## src/rtl/uart_pkg.sv

```systemverilog
// Shared UART definitions: receiver FSM states, default frame geometry and
// the data-parity helper used by both directions of the link.
package uart_pkg;

  typedef enum logic [2:0] {
    IDLE   = 3'd0,
    START  = 3'd1,
    DATA   = 3'd2,
    PARITY = 3'd3,
    STOP   = 3'd4
  } rx_state_t;

  localparam int OVERSAMPLE_DEFAULT = 16;
  localparam int DBIT_DEFAULT       = 8;
  localparam int DATA_MAX           = 8;

  // Even parity of a zero-extended data word (narrower words are padded with 0).
  function automatic logic data_parity(input logic [DATA_MAX-1:0] data);
    return ^data;
  endfunction

endpackage

```

## src/rtl/uart_rx_if.sv

```systemverilog
// Receiver-to-host bundle: per-frame configuration in, received word,
// completion strobe and status out.
interface uart_rx_if
  import uart_pkg::*;
#(
  parameter int DBIT = DBIT_DEFAULT
);

  logic            parity_en;
  logic            parity_odd;
  logic [DBIT-1:0] dout;
  logic            rx_done_tick;
  logic            parity_err;
  logic            frame_err;
  logic            busy;

  modport master (
    input  parity_en,
    input  parity_odd,
    output dout,
    output rx_done_tick,
    output parity_err,
    output frame_err,
    output busy
  );

  modport slave (
    output parity_en,
    output parity_odd,
    input  dout,
    input  rx_done_tick,
    input  parity_err,
    input  frame_err,
    input  busy
  );

endinterface

```

## src/rtl/uart_sync.sv

```systemverilog
// Two-flop synchroniser for a single asynchronous level; both flops reset to
// RST_VAL so an idle line does not look like an edge after reset.
module uart_sync #(
  parameter logic RST_VAL = 1'b1
) (
  input  logic clk,
  input  logic reset,
  input  logic d,
  output logic q
);

  logic [1:0] ff_r;

  // Shift the asynchronous input through the two-stage chain.
  always_ff @(posedge clk or posedge reset) begin
    if (reset) begin
      ff_r <= {2{RST_VAL}};
    end else begin
      ff_r <= {ff_r[0], d};
    end
  end

  assign q = ff_r[1];

endmodule

```

## src/rtl/uart_rx.sv

```systemverilog
// UART receiver: 16x oversampled start detection, mid-bit sampling of data,
// optional parity and stop bit, one-cycle done strobe with error flags.
module uart_rx
  import uart_pkg::*;
#(
  parameter int DBIT       = DBIT_DEFAULT,
  parameter int OVERSAMPLE = OVERSAMPLE_DEFAULT
) (
  input  logic      clk,
  input  logic      reset,
  input  logic      rx,
  input  logic      s_tick,
  uart_rx_if.master rx_if
);

  localparam int TW = $clog2(OVERSAMPLE);
  localparam int BW = $clog2(DBIT);

  localparam logic [TW-1:0] T_MID  = TW'(OVERSAMPLE / 2 - 1);
  localparam logic [TW-1:0] T_END  = TW'(OVERSAMPLE - 1);
  localparam logic [BW-1:0] B_LAST = BW'(DBIT - 1);

  logic rx_s;

  rx_state_t       state_r, state_n;
  logic [TW-1:0]   tcnt_r, tcnt_n;
  logic [BW-1:0]   bcnt_r, bcnt_n;
  logic [DBIT-1:0] shreg_r, shreg_n;
  logic            pen_r, pen_n;
  logic            podd_r, podd_n;
  logic            pbit_r, pbit_n;
  logic [DBIT-1:0] dout_r, dout_n;
  logic            done_r, done_n;
  logic            perr_r, perr_n;
  logic            ferr_r, ferr_n;
  logic            busy_r, busy_n;

  logic [DATA_MAX-1:0] data_ext_s;

  uart_sync #(.RST_VAL(1'b1)) u_sync (
    .clk   (clk),
    .reset (reset),
    .d     (rx),
    .q     (rx_s)
  );

  // Zero-extend the assembled word for the shared parity helper.
  always_comb begin
    data_ext_s              = {DATA_MAX{1'b0}};
    data_ext_s[DBIT-1:0]    = shreg_r;
  end

  // Next-state and datapath decisions; all line sampling uses the synchronised rx_s.
  always_comb begin
    state_n = state_r;
    tcnt_n  = tcnt_r;
    bcnt_n  = bcnt_r;
    shreg_n = shreg_r;
    pen_n   = pen_r;
    podd_n  = podd_r;
    pbit_n  = pbit_r;
    dout_n  = dout_r;
    perr_n  = perr_r;
    ferr_n  = ferr_r;
    done_n  = 1'b0;

    case (state_r)
      IDLE: begin
        if (!rx_s) begin
          state_n = START;
          tcnt_n  = {TW{1'b0}};
          pen_n   = rx_if.parity_en;
          podd_n  = rx_if.parity_odd;
        end else begin
          tcnt_n  = {TW{1'b0}};
        end
      end

      START: begin
        if (s_tick) begin
          if (tcnt_r == T_MID) begin
            // A start bit that is high again at its midpoint is a glitch.
            if (!rx_s) begin
              state_n = DATA;
              tcnt_n  = {TW{1'b0}};
              bcnt_n  = {BW{1'b0}};
            end else begin
              state_n = IDLE;
            end
          end else begin
            tcnt_n = tcnt_r + TW'(1);
          end
        end else begin
          tcnt_n = tcnt_r;
        end
      end

      DATA: begin
        if (s_tick) begin
          if (tcnt_r == T_END) begin
            shreg_n = {rx_s, shreg_r[DBIT-1:1]};
            tcnt_n  = {TW{1'b0}};
            if (bcnt_r == B_LAST) begin
              state_n = pen_r ? PARITY : STOP;
            end else begin
              bcnt_n = bcnt_r + BW'(1);
            end
          end else begin
            tcnt_n = tcnt_r + TW'(1);
          end
        end else begin
          tcnt_n = tcnt_r;
        end
      end

      PARITY: begin
        if (s_tick) begin
          if (tcnt_r == T_END) begin
            pbit_n  = rx_s;
            tcnt_n  = {TW{1'b0}};
            state_n = STOP;
          end else begin
            tcnt_n = tcnt_r + TW'(1);
          end
        end else begin
          tcnt_n = tcnt_r;
        end
      end

      STOP: begin
        if (s_tick) begin
          if (tcnt_r == T_END) begin
            // Leaving at mid stop bit lets the next start edge land in its second half.
            done_n  = 1'b1;
            dout_n  = shreg_r;
            ferr_n  = !rx_s;
            perr_n  = pen_r ? (data_parity(data_ext_s) ^ pbit_r ^ podd_r) : 1'b0;
            tcnt_n  = {TW{1'b0}};
            state_n = IDLE;
          end else begin
            tcnt_n = tcnt_r + TW'(1);
          end
        end else begin
          tcnt_n = tcnt_r;
        end
      end

      default: begin
        state_n = IDLE;
        tcnt_n  = {TW{1'b0}};
      end
    endcase

    busy_n = (state_n != IDLE);
  end

  // State, counters, shift register and registered outputs.
  always_ff @(posedge clk or posedge reset) begin
    if (reset) begin
      state_r <= IDLE;
      tcnt_r  <= {TW{1'b0}};
      bcnt_r  <= {BW{1'b0}};
      shreg_r <= {DBIT{1'b0}};
      pen_r   <= 1'b0;
      podd_r  <= 1'b0;
      pbit_r  <= 1'b0;
      dout_r  <= {DBIT{1'b0}};
      done_r  <= 1'b0;
      perr_r  <= 1'b0;
      ferr_r  <= 1'b0;
      busy_r  <= 1'b0;
    end else begin
      state_r <= state_n;
      tcnt_r  <= tcnt_n;
      bcnt_r  <= bcnt_n;
      shreg_r <= shreg_n;
      pen_r   <= pen_n;
      podd_r  <= podd_n;
      pbit_r  <= pbit_n;
      dout_r  <= dout_n;
      done_r  <= done_n;
      perr_r  <= perr_n;
      ferr_r  <= ferr_n;
      busy_r  <= busy_n;
    end
  end

  assign rx_if.dout         = dout_r;
  assign rx_if.rx_done_tick = done_r;
  assign rx_if.parity_err   = perr_r;
  assign rx_if.frame_err    = ferr_r;
  assign rx_if.busy         = busy_r;

endmodule
```

## src/flat_wrapper.sv

```systemverilog
// flat-port wrapper written by rule: the top's interface ports become plain ports
module uart_rx_flat import uart_pkg::*;
#(
  parameter int DBIT       = DBIT_DEFAULT,
  parameter int OVERSAMPLE = OVERSAMPLE_DEFAULT
)
  (clk, reset, rx, s_tick, rx_if_parity_en, rx_if_parity_odd, rx_if_dout, rx_if_rx_done_tick, rx_if_parity_err, rx_if_frame_err, rx_if_busy);
  uart_rx_if #(.DBIT(DBIT)) rx_if_i ();
  input  logic clk;
  input  logic reset;
  input  logic rx;
  input  logic s_tick;
  input wire logic [$bits(rx_if_i.parity_en)-1:0] rx_if_parity_en;
  input wire logic [$bits(rx_if_i.parity_odd)-1:0] rx_if_parity_odd;
  output wire logic [$bits(rx_if_i.dout)-1:0] rx_if_dout;
  output wire logic [$bits(rx_if_i.rx_done_tick)-1:0] rx_if_rx_done_tick;
  output wire logic [$bits(rx_if_i.parity_err)-1:0] rx_if_parity_err;
  output wire logic [$bits(rx_if_i.frame_err)-1:0] rx_if_frame_err;
  output wire logic [$bits(rx_if_i.busy)-1:0] rx_if_busy;
  assign rx_if_i.parity_en = rx_if_parity_en;
  assign rx_if_i.parity_odd = rx_if_parity_odd;
  assign rx_if_dout = rx_if_i.dout;
  assign rx_if_rx_done_tick = rx_if_i.rx_done_tick;
  assign rx_if_parity_err = rx_if_i.parity_err;
  assign rx_if_frame_err = rx_if_i.frame_err;
  assign rx_if_busy = rx_if_i.busy;
  uart_rx #(.DBIT(DBIT), .OVERSAMPLE(OVERSAMPLE)) u_core (.clk(clk), .reset(reset), .rx(rx), .s_tick(s_tick), .rx_if(rx_if_i));
endmodule
```

## config.mk

```make
export PLATFORM = sky130hd
export DESIGN_NAME = uart_rx_flat
export DESIGN_NICKNAME = d
export VERILOG_FILES = /design/src/rtl/uart_pkg.sv /design/src/rtl/uart_rx_if.sv /design/src/rtl/uart_sync.sv /design/src/rtl/uart_rx.sv /design/src/flat_wrapper.sv
export SDC_FILE = /design/constraint.sdc
export NUM_CORES = 1
export LEC_CHECK = 0
export BUFFER_PORTS_ARGS = -buffer_cell sky130_fd_sc_hd__buf_4
export CORE_MARGIN = 3
export CORE_UTILIZATION = 40
export CTS_CLUSTER_SIZE = 25
export DETAILED_ROUTE_END_ITERATION = 6
export GPL_TIMING_DRIVEN = 0
export PLACE_DENSITY = 0.58
export SLEW_MARGIN = 20
export SYNTH_ARGS = -nofsm -noshare
export SYNTH_HDL_FRONTEND = slang
export SYNTH_SLANG_ARGS = --single-unit
```

## constraint.sdc

```tcl
create_clock -name clk -period 2.2 [get_ports clk]
set_clock_uncertainty 0.1 [all_clocks]
set_input_delay 0.44 -clock clk [delete_from_list [all_inputs] [get_ports clk]]
set_output_delay 0.44 -clock clk [all_outputs]
set_load 0.005 [all_outputs]
```

======== Word-level counts from Yosys, hierarchy flattened ========
Cells that the tools add are included.
storage, ports and cells
  bits of input ports ..................... 6
  word-level logic and storage cells ...... 75
  output and inout bits ................... 12
  flip-flop bits (word level) ............. 35
operators by class
  reductions and logical operators ........ 12
  bitwise logic cells ..................... 3
  $add $sub $neg .......................... 2
  muxes and demuxes ....................... 30
  equal/unequal tests ..................... 15
operators with widths
  kind                                                    number
  two-way mux 3 bit                                       17
  two-way mux 4 bit                                       5
  case mux 3 bit (5 select lines)                         1
  AND reduction 3 bit                                     4
  inequality test 2 bit (second input constant)           4
  case mux 4 bit (2 select lines)                         1
  XOR reduction 8 bit                                     1
  AND reduction 7 bit                                     1
  == test 3 x 2 -> 1 bit (second input constant)          2
  == test 3 bit (second input constant)                   2
  inequality test 2 x 1 -> 1 bit (second input constant)  3
  case mux 3 bit (2 select lines)                         1
  adder 4 x 1 -> 4 bit (second input constant)            1
  == test 4 x 3 -> 1 bit (second input constant)          1
  == test 4 bit (second input constant)                   1
  two-way mux 1 bit                                       4
  adder 3 x 1 -> 3 bit (second input constant)            1
  == test 3 x 1 -> 1 bit (second input constant)          1
  zero test 3 bit                                         1
  inequality test 3 bit (second input constant)           1
  nonzero test 3 bit                                      1
  OR reduction 3 bit                                      1
  two-way mux 2 bit                                       1
  AND reduction 2 bit                                     1
  other kinds (4)                                         5

======== Depth between registers and ports, before layout ========
  depth after elaboration ................. 6
  depth in mapped cells ................... 7
  depth with buffers taken out ............ 7

======== Modules after synthesis ========
From an unflattened synthesis, not the netlist that was laid out.
unflattened totals
  cell total of the unflattened synthesis .. 141
  area total of the unflattened synthesis .. 1705.4 um^2
by module, submodules not included
  module     area an instance (um^2)  cells each  sequential area each (um^2)  instances
  uart_rx    1649.1                   138         825.8                        1
  uart_sync  56.3                     3           52.6                         1

======== Worst setup path before layout ========
Ideal clock, no wire load.
  path type ............................... register -> register
  start point ............................. reg u_core.tcnt_r[0]
  end point ............................... reg u_core.dout_r[0], in the netlist u_core.rx_if.dout[0]
  required time ........................... 1975 ps
  buffers on the path ..................... 1
  path slack .............................. 420 ps
  arrival time ............................ 1555 ps
  library setup time ...................... 125 ps
  period minus slack after synthesis ...... 1780 ps
  stages on the path, launching flop included .. 6
  cell sequence ........................... dfrtp_1 > ha_1 > and4_1 > nand3_1 > buf_2 > mux2_2
between the ends
  longest elaborated chain between the ends .. 2
ends and longest elaborated chain
  element                        RTL line        RTL
  from (decl)                    uart_rx.sv:26   logic [TW-1:0] tcnt_r, tcnt_n;
  from (signal assigned)         uart_rx.sv:161  tcnt_r <= {TW{1'b0}};
  from (signal assigned)         uart_rx.sv:174  tcnt_r <= tcnt_n;
  == test 4 bit                  uart_rx.sv:132  if (tcnt_r == T_END) begin
  AND reduction 3 bit (no line)  -
  to (signal assigned)           uart_rx.sv:167  dout_r <= {DBIT{1'b0}};
  to (signal assigned)           uart_rx.sv:180  dout_r <= dout_n;
  to (decl)                      uart_rx.sv:32   logic [DBIT-1:0] dout_r, dout_n;
Every way passes these cells.
A chain may end at the register's enable or synchronous reset.

======== Final worst setup path ========
  start point ............................. reg u_core.tcnt_r[0]
  end point ............................... reg u_core.dout_r[2], in the netlist u_core.rx_if.dout[2]
Same word-level chain as after synthesis.

==> metrics <==
Layout fillers 363; TritonRoute pass-1 iters 4; final hold vios 0; vias in the first global route 1086; most frequent cells in the layout 33 x dfrtp_1, 18 x buf_4, 17 x mux2_2; Clock Latency Late Sink 280 ps; grt total ovfl 0; Slew Limit Fails 0; Via Count 1070; leading cell type in the layout, fill and taps excluded dfrtp_1; # setup viols final 0; max_cap viols 0; gp weighted congestion 0.831; area of the core 0.00383 mm²; RSZ-0062 raised after global routing false; share of the clock period used by the worst path 92.0%; Die Span Y 70.4 µm; number of synthesized register bits 35; CTS tree yes; initial DRC count 45; Synth Area per Inst 12.4 µm²; # port buffers 17; slew of the pin with the lowest slew margin 719 ps; Layout Nets 167; Post-Route WL 2.91 mm; Final Instance Area 0.00193 mm²; H-tree levels 2; post-cts sizing count 0; largest net degree at the start of global routing 36; share of cells above drive strength 1 33.3%; Mapped Area 0.00166 mm²; total CTS buffers 5; Max Fclk 494 MHz; Clock transition at path regs 70 ps; hold buffer count at CTS 0; Syn. warnings 0; hold path depth 1; Hold WS 161 ps; Starting Density 43.3%; die width 70.4 µm; hpwl dp 2.05 mm; WL per Instance 14.1 µm; Setup Buffers After CTS 0; initial antenna violation count 0; # diodes 0; FP Rows 22; Critical Path Fanout Max 10; Hold Path Class in2reg; Design Power 1.73 mW; ys flop type dfrtp_1; ys async rst share 100%; CTS max path bufs 2; drt drc 0; Post-DP Area 0.00184 mm²; Area Overhead vs Synth 16.2%; Via density 5.17; PwrDens 899 mW/mm²; antenna-violating nets left 0; CP arrival 2090 ps; I/O pins 18; FF-to-FF path depth 5; GRT Total Usage 13.0%; LEAKAGE 0.941 nW; startpoint types register; placed insts 199; clk sink count 35; die area 0.00495 mm²; Max-slew headroom 52.0%; Mapped Nets 143; Mapped Cells 134; CTS root buf clkbuf_8; sequential-to-total area share from yosys stat 53.0%; post-synth cell types 38; min cycle time layout 2020 ps; status finished clean; Post-Layout Cell Count 207; kind of end point of the critical path register; VDD IR-drop max 0.468 mV; WS Path Type reg2reg; Data required, critical path 2270 ps; Post-synth EDFFs 0; TNS Setup 0 ps; first-pass GRT wire length 5.06 mm
[worst paths after layout]
path	start	to	slack (ps)
setup / recovery	u_core.tcnt_r[0]	u_core.rx_if.dout[2]	180
setup reg to reg	u_core.tcnt_r[0]	u_core.rx_if.dout[2]	180
hold / removal	rx	u_core.u_sync.ff_r[0]	160
hold reg to reg	u_core.u_sync.ff_r[0]	u_core.u_sync.ff_r[1]	260
min in group asynchronous	reset	u_core.rx_if.rx_done_tick	180
max in group asynchronous	reset	u_core.bcnt_r[0]	1360
[critical path: stages (launching register included)]
cell and delay [ps]:
dfrtp_1 400, ha_1 290, and4_1 280, nand3_1 210, buf_2 280, mux2_2 360
[kinds of logic (layout without fill, tap and decap cells)]
kind of cell,count (synthesis),in the layout,share of synthesized area (%)
adder cells (fa/ha/maj),3,3,2.27
multiplexers,20,20,13.6
AO/OA/AOI/OAI,23,23,9.06
flip-flops,35,35,53.0
AND/OR/NAND/NOR,33,33,13.4
buffers and inverters,8,33,2.27
XOR/XNOR,12,12,6.34
[flip-flops by register name, summed over array words and instances (netlist names)]
| register | flops |
|---|---|
| u_core.data_ext_s | 8 |
| u_core.rx_if.dout | 8 |
| u_core.tcnt_r | 4 |
| u_core.bcnt_r | 3 |
| u_core.state_r | 3 |
| u_core.u_sync.ff_r | 2 |
| u_core.pbit_r | 1 |
| u_core.pen_r | 1 |
| u_core.podd_r | 1 |
| u_core.rx_if.busy | 1 |
| u_core.rx_if.frame_err | 1 |
| u_core.rx_if.parity_err | 1 |
| u_core.rx_if.rx_done_tick | 1 |
[cell usage after synthesis, types with 2 or more instances]
cell type / instances / area, µm²
dfrtp_1: 33 / 826
mux2_1: 3 / 33.8
nor2b_1: 2 / 12.5
a22o_1: 3 / 26.3
nand2_1: 7 / 26.3
a21oi_1: 4 / 20.0
mux2_2: 17 / 191
nor4_1: 2 / 12.5
nor2_1: 5 / 18.8
inv_1: 4 / 15.0
xor2_1: 3 / 26.3
buf_2: 3 / 15.0
dfstp_2: 2 / 52.6
nand3b_1: 2 / 15.0
nand3_1: 3 / 15.0
xnor2_1: 9 / 78.8
ha_1: 3 / 37.5
o21ai_0: 9 / 45.0
[metal layers]
layer  GRT usage [%]  wire length (µm)  vias up  part of all wire (%)
li1                -                 -      534                     -
met1            17.6              1460      513                    50
met2            18.5              1260       17                    43
met3            4.17               140        6                   4.8
met4            6.38                51        0                   1.8
met5               0                 0        -                     0
[power by group]
group	switching, mW	internal, mW
logic	0.269	0.217
clock network	0.215	0.222
registers	0.0845	0.725
total	0.569	1.16
[final cells by class]
cell class / instances / area, µm² / share of cell area (%)
repair buffers: 17 / 128 / 6.63
well taps: 48 / 60.1 / 3.12
clock buffers: 7 / 76.3 / 3.96
plain buffers: 4 / 22.5 / 1.17
flip-flops and latches: 35 / 878 / 45.6
inverters: 4 / 15.0 / 0.780
clock inverters: 1 / 5.00 / 0.260
multi-input cells: 91 / 741 / 38.5
[through the flow]
step                      utilization [%]  worst slack (ps)
final                                50.3               177
after global routing                 50.3              60.1
after CTS                            50.3               170
after detailed placement             48.2               179
after global placement               48.2               210
after floorplan                         -               420
(Power assumes the default switching activity.)
